`config.mk`:
```
export PLATFORM = sky130hd
export DESIGN_NAME = prbs_loss_monitor
export DESIGN_NICKNAME = d
export VERILOG_FILES = /design/src/rtl/prbs_loss_monitor.sv
export SDC_FILE = /design/constraint.sdc
export NUM_CORES = 1
export LEC_CHECK = 0
export BUFFER_PORTS_ARGS = -buffer_cell sky130_fd_sc_hd__buf_4
export CORE_MARGIN = 1.5
export CORE_UTILIZATION = 50
export CTS_CLUSTER_SIZE = 8
export DETAILED_ROUTE_END_ITERATION = 8
export GPL_ROUTABILITY_DRIVEN = 1
export GPL_TIMING_DRIVEN = 1
export HOLD_SLACK_MARGIN = 0.02
export PLACE_DENSITY = 0.69
export SYNTH_ARGS = -nofsm -noshare
export SYNTH_HDL_FRONTEND = slang
export SYNTH_SLANG_ARGS = --single-unit
```
`constraint.sdc`:
```
create_clock -name clk -period 4.72 [get_ports clk]
set_input_delay 0.708 -clock clk [delete_from_list [all_inputs] [get_ports clk]]
set_output_delay 0.708 -clock clk [all_outputs]
set_load 0.005 [all_outputs]
```
`src/rtl/prbs_loss_monitor.sv`:
```
// Windowed error monitor: emits a combinational loss pulse on the sample that
// brings the window error count to LOSS_THR; counters restart per window.
module prbs_loss_monitor #(
  parameter int LOSS_WIN = 64,
  parameter int LOSS_THR = 8
) (
  input  logic clk,
  input  logic rst,
  input  logic sample,
  input  logic error,
  input  logic restart,
  output logic loss
);

  localparam int WIN_W = $clog2(LOSS_WIN + 1);
  localparam int THR_W = $clog2(LOSS_THR + 1);

  logic [WIN_W-1:0] win_cnt_q, win_cnt_d, win_next;
  logic [THR_W-1:0] err_cnt_q, err_cnt_d, err_next;

  assign win_next = win_cnt_q + 1'b1;
  assign err_next = err_cnt_q + THR_W'(error);

  always_comb begin
    win_cnt_d = win_cnt_q;
    err_cnt_d = err_cnt_q;
    loss      = 1'b0;
    if (restart) begin
      win_cnt_d = '0;
      err_cnt_d = '0;
    end else if (sample) begin
      // The threshold test comes first so an error on the last sample of a
      // window still counts toward that window.
      if (err_next == THR_W'(LOSS_THR)) begin
        loss      = 1'b1;
        win_cnt_d = '0;
        err_cnt_d = '0;
      end else if (win_next == WIN_W'(LOSS_WIN)) begin
        win_cnt_d = '0;
        err_cnt_d = '0;
      end else begin
        win_cnt_d = win_next;
        err_cnt_d = err_next;
      end
    end
  end

  always_ff @(posedge clk or negedge rst) begin
    if (!rst) begin
      win_cnt_q <= '0;
      err_cnt_q <= '0;
    end else begin
      win_cnt_q <= win_cnt_d;
      err_cnt_q <= err_cnt_d;
    end
  end

endmodule

```
; ---- Yosys cells after proc, flatten, opt, wreduce, memory -nomap -nowiden
; Index checks and enable logic that the tools add are counted.
; W data, S select, Z words.
[totals]
register_bits = 11
in_bits = 5
out_inout_bits = 1
elab_cells = 18
[classes]
add_sub_neg = 2
eq_ne = 2
muxes = 11
reduce_logical = 1
[ops]
columns = operator, count
row1 = $mux W7, 4
row2 = $mux W4, 4
row3 = $add A7 B1 Y7 const B, 1
row4 = $eq A7 B7 Y1 const B, 1
row5 = $add A4 B1 Y4, 1
row6 = $eq A4 B4 Y1 const B, 1
row7 = $mux W1, 3
row8 = $reduce_bool A2 Y1, 1

; ---- Depth between registers and ports, before layout
; Gate-level depths: netlist of run 1.
[depth]
word_depth = 6
mapped_depth = 7

; ---- Worst setup path before layout of run 1
; No wires, ideal clock.
[synth_path]
kind = input to output
start = in error
end = out loss
arrival_time_ns = 1.817
path_slack_ns = 2.195
path_stages = 5
path_cell_list = ha_1 -> ha_1 -> nor4_4 -> nand2_1 -> nor2_1
[synth_via]
elab_chain_cells = 5
[synth_lines]
columns = element, line_no
row1 = from (decl), 10  ; input logic error,
row2 = $add A4 B1 Y4, 22  ; assign err_next = err_cnt_q + THR_W'(error);
row3 = $eq A4 B4 Y1, 34  ; if (err_next == THR_W'(LOSS_THR)) begin
row4 = $mux W1, 34
row5 = $mux W1, 31  ; end else if (sample) begin
row6 = $mux W1, 28  ; if (restart) begin
row7 = to (decl), 12  ; output logic loss
; Every way passes these cells.

; ---- Worst setup path after layout of run 1
; Same ends and word-level chain as after synthesis.

==> results of run 1 <==
==> final cells by class <==
cell class                      instances  area [um^2]  share of cell area
Clock buffer                            4         26.3              0.0333
Multi-Input combinational cell         60          428               0.542
Timing Repair Buffer                    5         37.5              0.0475
Sequential cell                        11          275               0.349
Inverter                                1         3.75             0.00475
Tap cell                               15         18.8              0.0238
==> synthesized netlist by cell type, drive strengths merged <==
cell type and instances:
a211oi 2, dfrtp 11, inv 1, o21ai 7, nor3 2, nand2 8, a41oi 1, mux2i 1
or2b 1, a21oi 6, nand2b 4, nor2b 2, nand3 7, ha 3, xnor2 2, and2 2
o22ai 1, nor2 4, a31oi 1, and4b 1, a22o 3, nor4 1, and3 1
==> per-layer routing <==
metal | part of all wire | up-vias | track usage
met2 | 0.49 | 11 | 0.349
li1 | - | 282 | -
met1 | 0.47 | 287 | 0.247
met4 | 0.012 | 0 | 0.125
met5 | 0 | - | 0
met3 | 0.030 | 4 | 0.0667
==> power by group <==
group | switching [W] | internal, W | leakage (nW)
sequential | 0.00000239 | 0.0000965 | 0.152
clock | 0.0000353 | 0.0000328 | 0.0150
combinational | 0.0000134 | 0.00000975 | 0.157
total | 0.0000511 | 0.000139 | 0.323
==> logic make-up (layout without fill, tap and decap cells) <==
kind of cell / count (synthesis) / after routing / share of synthesized area
AOI/OAI and AO/OA: 21 / 21 / 0.207
xor gates and xnor gates: 2 / 2 / 0.0513
adders and majority gates: 3 / 3 / 0.0531
buffers and inverters: 1 / 10 / 0.00530
DFF: 11 / 11 / 0.389
muxes: 1 / 1 / 0.0142
and+or+nand+nor: 33 / 33 / 0.280
==> state kept, by name (all words and copies together) (netlist names) <==
name	flops
win_cnt_q	7
err_cnt_q	4
==> how the worst min path moves through the flow <==
stage / start / depth (start not counted) / endpoint / slack [ns]
after global placement: win_cnt_q[2] / 1 / win_cnt_q[2] / 0.49
after CTS: rst / 1 / err_cnt_q[2] / 0.25
after floorplan: rst / 0 / err_cnt_q[0] / 0.41
final: rst / 1 / err_cnt_q[2] / 0.25
after global routing: rst / 1 / err_cnt_q[0] / 0.25
after detailed placement: win_cnt_q[2] / 1 / win_cnt_q[2] / 0.49
==> metrics by stage <==
step	total power, W	hold slack, ns
final	0.000190	0.248
after detailed placement	0.000124	0.493
after CTS	0.000191	0.250
after global routing	0.000199	0.250
after global placement	0.000123	0.492
after floorplan	0.000115	0.412
==> worst max-delay path, stage by stage <==
cell and delay [ns]:
buf_4 0.11, ha_1 0.22, ha_1 0.33, nor4_4 0.44, nand2_1 0.09, nor2_1 0.09, buf_4 0.11
==> results.py, run 1 <==
metrics = {
    "logic_synthesis": {
        "yosysTopAreaCell": "dfrtp_1",
        "synthCells": 72,
        "synth_area_um2": 707,
        "yosysSeqAreaShare": 0.389,
        "syn_nets": 80,
        "synth.distinct_cells": 30,
        "yosys_warnings": 0,
        "synth_seq_cells": 11,
        "synth_area_leaders": "dfrtp_1, ha_1, a22o_2",
        "syn_area_per_cell_um2": 9.82,
        "yosysTopAreaCellShare": 0.389,
    },
    "clock_tree": {
        "cts_inserted_buffers": 3,
        "clk_latency_ns": 0.28,
        "cts_sinks": 11,
        "cts_hold_buf": 0,
        "cts_buffer_depth": 2,
        "path_clk_slew_ns": 0.08,
        "h-tree-depth": 1,
        "cts_resized": 0,
        "cts_tree": "yes",
        "postCtsSetupBuffers": 0,
        "root_buffer": "clkbuf_4",
    },
    "worst_setup_path": {
        "cp_max_fo": 4,
        "crit_path_end": "loss",
        "end_kind": "primary output",
        "cp.required_ns": 4.01,
        "crit_path_start_kind": "primary input",
        "r2r_slack_ns": 2.78,
        "worst-setup-path-type": "in -> out",
        "crit_start": "error",
        "timing.rr.start": "err_cnt_q[0]",
        "r2r_cells": 6,
        "rr_endpoint": "err_cnt_q[3]",
        "cp.arrival_ns": 2.10,
    },
    "floorplan": {
        "dieWidth_um": 40.6,
        "num_io_pins": 6,
        "core_area_mm2": 0.00132,
        "core.rowCount": 13,
        "die_area_mm2": 0.00165,
        "dieHeight_um": 40.6,
        "start_util": 0.537,
    },
    "place": {
        "port_buffers": 5,
        "hpwl_um": 1050,
        "dpl_worst_slack_ns": 1.90,
        "placed_cell_area_um2": 763,
        "gp_congestion": 0.741,
        "post-place-cells": 92,
    },
    "global_routing": {
        "grt_pass1_vias": 485,
        "grt_usage": 0.216,
        "grt_pass1_wl_um": 2170,
        "antenna_found_initial": 0,
        "grt-ovfl-total": 0,
        "grt_max_degree": 12,
    },
    "detailed_routing": {
        "first_pass_iters": 4,
        "ant_nets": 0,
        "route.detailed.wl_per_inst_um": 15.1,
        "routed_wl_um": 1450,
        "drt_iter0_markers": 14,
        "routed_via_density": 6.08,
        "vias": 584,
        "route.detailed.drc": 0,
    },
    "pwr": {
        "ir_drop_v": 0.000129,
        "power_density_mw_per_mm2": 241,
        "cellLeakagePower_nw": 0.323,
    },
    "layout": {
        "final_cell_count_no_fill": 96,
        "final_common_cell": "dfrtp_1",
        "final_util": 0.599,
        "mostFrequentLayoutCells": "dfrtp_1, nand2_1, nand3_1",
        "diodes": 0,
        "nFillCells": 121,
        "area_delta_synth_final_pct": 11.7,
        "drive_gt1_frac": 0.210,
        "final_area_um2": 790,
        "fin_nets": 90,
    },
    "sta": {
        "fin_crit_ns": 2.80,
        "hold_viol": 0,
        "tightest_slew_ns": 0.516,
        "setup_viol": 0,
        "min_period_over_period": 0.594,
        "maxSlewHeadroom": 0.655,
        "fin_setup_tns_ns": 0,
        "rsz0062_at_grt": "false",
        "slew_viol_final": 0,
        "setup_slack_ns": 1.92,
        "skew_ns": 0.00220,
        "max_freq_ghz": 0.357,
    },
    "flow_run": {
        "drv_cap": 0,
    },
    "min_path": {
        "min_path_type": "in -> async",
    },
    "outcome": {
        "status": "completed",
    },
}
No activity file was read; power rests on OpenSTA's default activity.
==> run 2, diff against run 1 <==
==> constraint.sdc (replaced) <==
create_clock -name clk -period 2.8 [get_ports clk]
set_input_delay 0.42 -clock clk [delete_from_list [all_inputs] [get_ports clk]]
set_output_delay 0.42 -clock clk [all_outputs]
set_load 0.005 [all_outputs]
==> results.py, run 2 (synthesized netlist as in run 1, its figures left out) <==
metrics = {
    "clock_tree": {
        "path_clk_slew_ns": 0.08,
        "root_buffer": "clkbuf_4",
        "h-tree-depth": 1,
        "cts_tree": "yes",
        "cts_resized": 0,
        "postCtsSetupBuffers": 0,
        "cts_sinks": 11,
        "cts_hold_buf": 1,
        "clk_latency_ns": 0.28,
        "cts_buffer_depth": 2,
        "cts_inserted_buffers": 3,
    },
    "worst_setup_path": {
        "end_kind": "primary output",
        "cp_max_fo": 4,
        "worst_path_most_repeated_cell": "ha_1",
        "cpPeakStageDelay_ns": 0.44,
        "cp.required_ns": 2.38,
        "crit_chain": "ha_1 -> ha_1 -> nor4_4 -> nand2_1 -> nor2_1 -> buf_4",
        "worst-setup-path-type": "reg -> out",
        "crit_path_start_kind": "flip-flop",
        "rr_endpoint": "err_cnt_q[3]",
        "r2r_slack_ns": 0.86,
        "cp.arrival_ns": 1.94,
        "crit_slowest_cell": "nor4_4",
        "r2r_cells": 6,
        "timing.rr.start": "err_cnt_q[0]",
    },
    "sta": {
        "fin_setup_tns_ns": 0,
        "slew_viol_final": 0,
        "setup_viol": 0,
        "skew_ns": 0.00219,
        "hold_viol": 0,
        "tightest_slew_ns": 0.521,
        "max_freq_ghz": 0.424,
        "maxSlewHeadroom": 0.651,
        "min_period_over_period": 0.842,
        "rsz0062_at_grt": "false",
        "fin_crit_ns": 2.36,
    },
    "pwr": {
        "ir_drop_v": 0.000219,
        "cellLeakagePower_nw": 0.327,
        "power_density_mw_per_mm2": 403,
    },
    "global_routing": {
        "grt_max_degree": 12,
        "grt_pass1_vias": 485,
        "grt_pass1_wl_um": 2170,
        "grt_usage": 0.216,
        "grt-ovfl-total": 0,
        "antenna_found_initial": 0,
    },
    "place": {
        "placed_cell_area_um2": 763,
        "port_buffers": 5,
        "hpwl_um": 1050,
        "gp_congestion": 0.741,
    },
    "detailed_routing": {
        "ant_nets": 0,
        "routed_via_density": 6.02,
        "first_pass_iters": 4,
        "routed_wl_um": 1460,
        "route.detailed.wl_per_inst_um": 15.1,
        "route.detailed.drc": 0,
        "drt_iter0_markers": 11,
        "vias": 584,
    },
    "layout": {
        "area_delta_synth_final_pct": 13.1,
        "drive_gt1_frac": 0.207,
        "final_common_cell": "dfrtp_1",
        "largest_reg_flops": 7,
        "seqCellArea_um2": 275,
        "top_register": "win_cnt_q",
        "mostFrequentLayoutCells": "dfrtp_1, nand2_1, nand3_1",
        "fin_nets": 91,
        "multi_input_area_um2": 428,
        "reg_top3": "win_cnt_q x7, err_cnt_q x4",
        "diodes": 0,
        "final_area_um2": 800,
        "nFillCells": 120,
    },
    "floorplan": {
        "die_area_mm2": 0.00165,
        "dieWidth_um": 40.6,
        "start_util": 0.537,
        "core.rowCount": 13,
        "dieHeight_um": 40.6,
        "num_io_pins": 6,
        "core_area_mm2": 0.00132,
    },
    "outcome": {
        "status": "completed",
    },
    "flow_run": {
        "drv_cap": 0,
    },
    "min_path": {
        "hold_path_startpoint": "restart",
        "min_path_type": "in -> reg",
        "min_to": "err_cnt_q[2]",
        "whs_path_depth": 2,
    },
}
[run 2: changes by cell type in the layout (fill, tap and decap cells not counted), sizes merged]
cell / previous run / this run
dlygate4sd3: 0 / 1
[run 2: worst max path at each step]
stage,endpoint,cells past startpoint,startpoint
final,loss,6,err_cnt_q[0]
after global routing,loss,6,err_cnt_q[0]
after CTS,loss,6,err_cnt_q[0]
after detailed placement,loss,7,error
after global placement,loss,7,error
after floorplan,loss,5,error
[run 2: worst max-delay path, delay by kind of cell, from the launching register on]
| family | cells | cell delay, ns |
|---|---|---|
| adder cells (fa/ha/maj) | 2 | 0.54 |
| buffers and inverters | 1 | 0.11 |
| flip-flops | 1 | 0.39 |
| AND/OR/NAND/NOR | 3 | 0.62 |
[run 2: cell type report]
cell class,count,share of cell area
inverters,1,0.00469
clock buffers,4,0.0329
repair buffers,6,0.0595
multi-input cells,60,0.535
flip-flops and latches,11,0.344
well taps,15,0.0235
[run 2: stage by stage]
stage	util	power [W]	cells	hold WS (ns)	worst slack (ns)
floorplan	-	0.000194	72	0.124	0.851
global placement	0.579	0.000208	92	0.267	0.602
detailed placement	0.579	0.000209	92	0.262	0.555
CTS	0.607	0.000324	97	0.321	0.420
global route	0.607	0.000337	97	0.314	0.334
finish	0.607	0.000322	97	0.323	0.442
[run 2: per-layer routing]
metal	global-route usage	share of wire	vias up
met5	0	0	-
met4	0.125	0.012	0
met3	0.0667	0.027	4
met2	0.349	0.49	9
met1	0.247	0.47	287
li1	-	-	284
[run 2: power breakdown]
group	switching (W)	total (W)	internal (W)
Combinational	0.0000227	0.0000400	0.0000173
Clock	0.0000598	0.000115	0.0000553
Sequential	0.00000403	0.000167	0.000163
Total	0.0000865	0.000322	0.000235
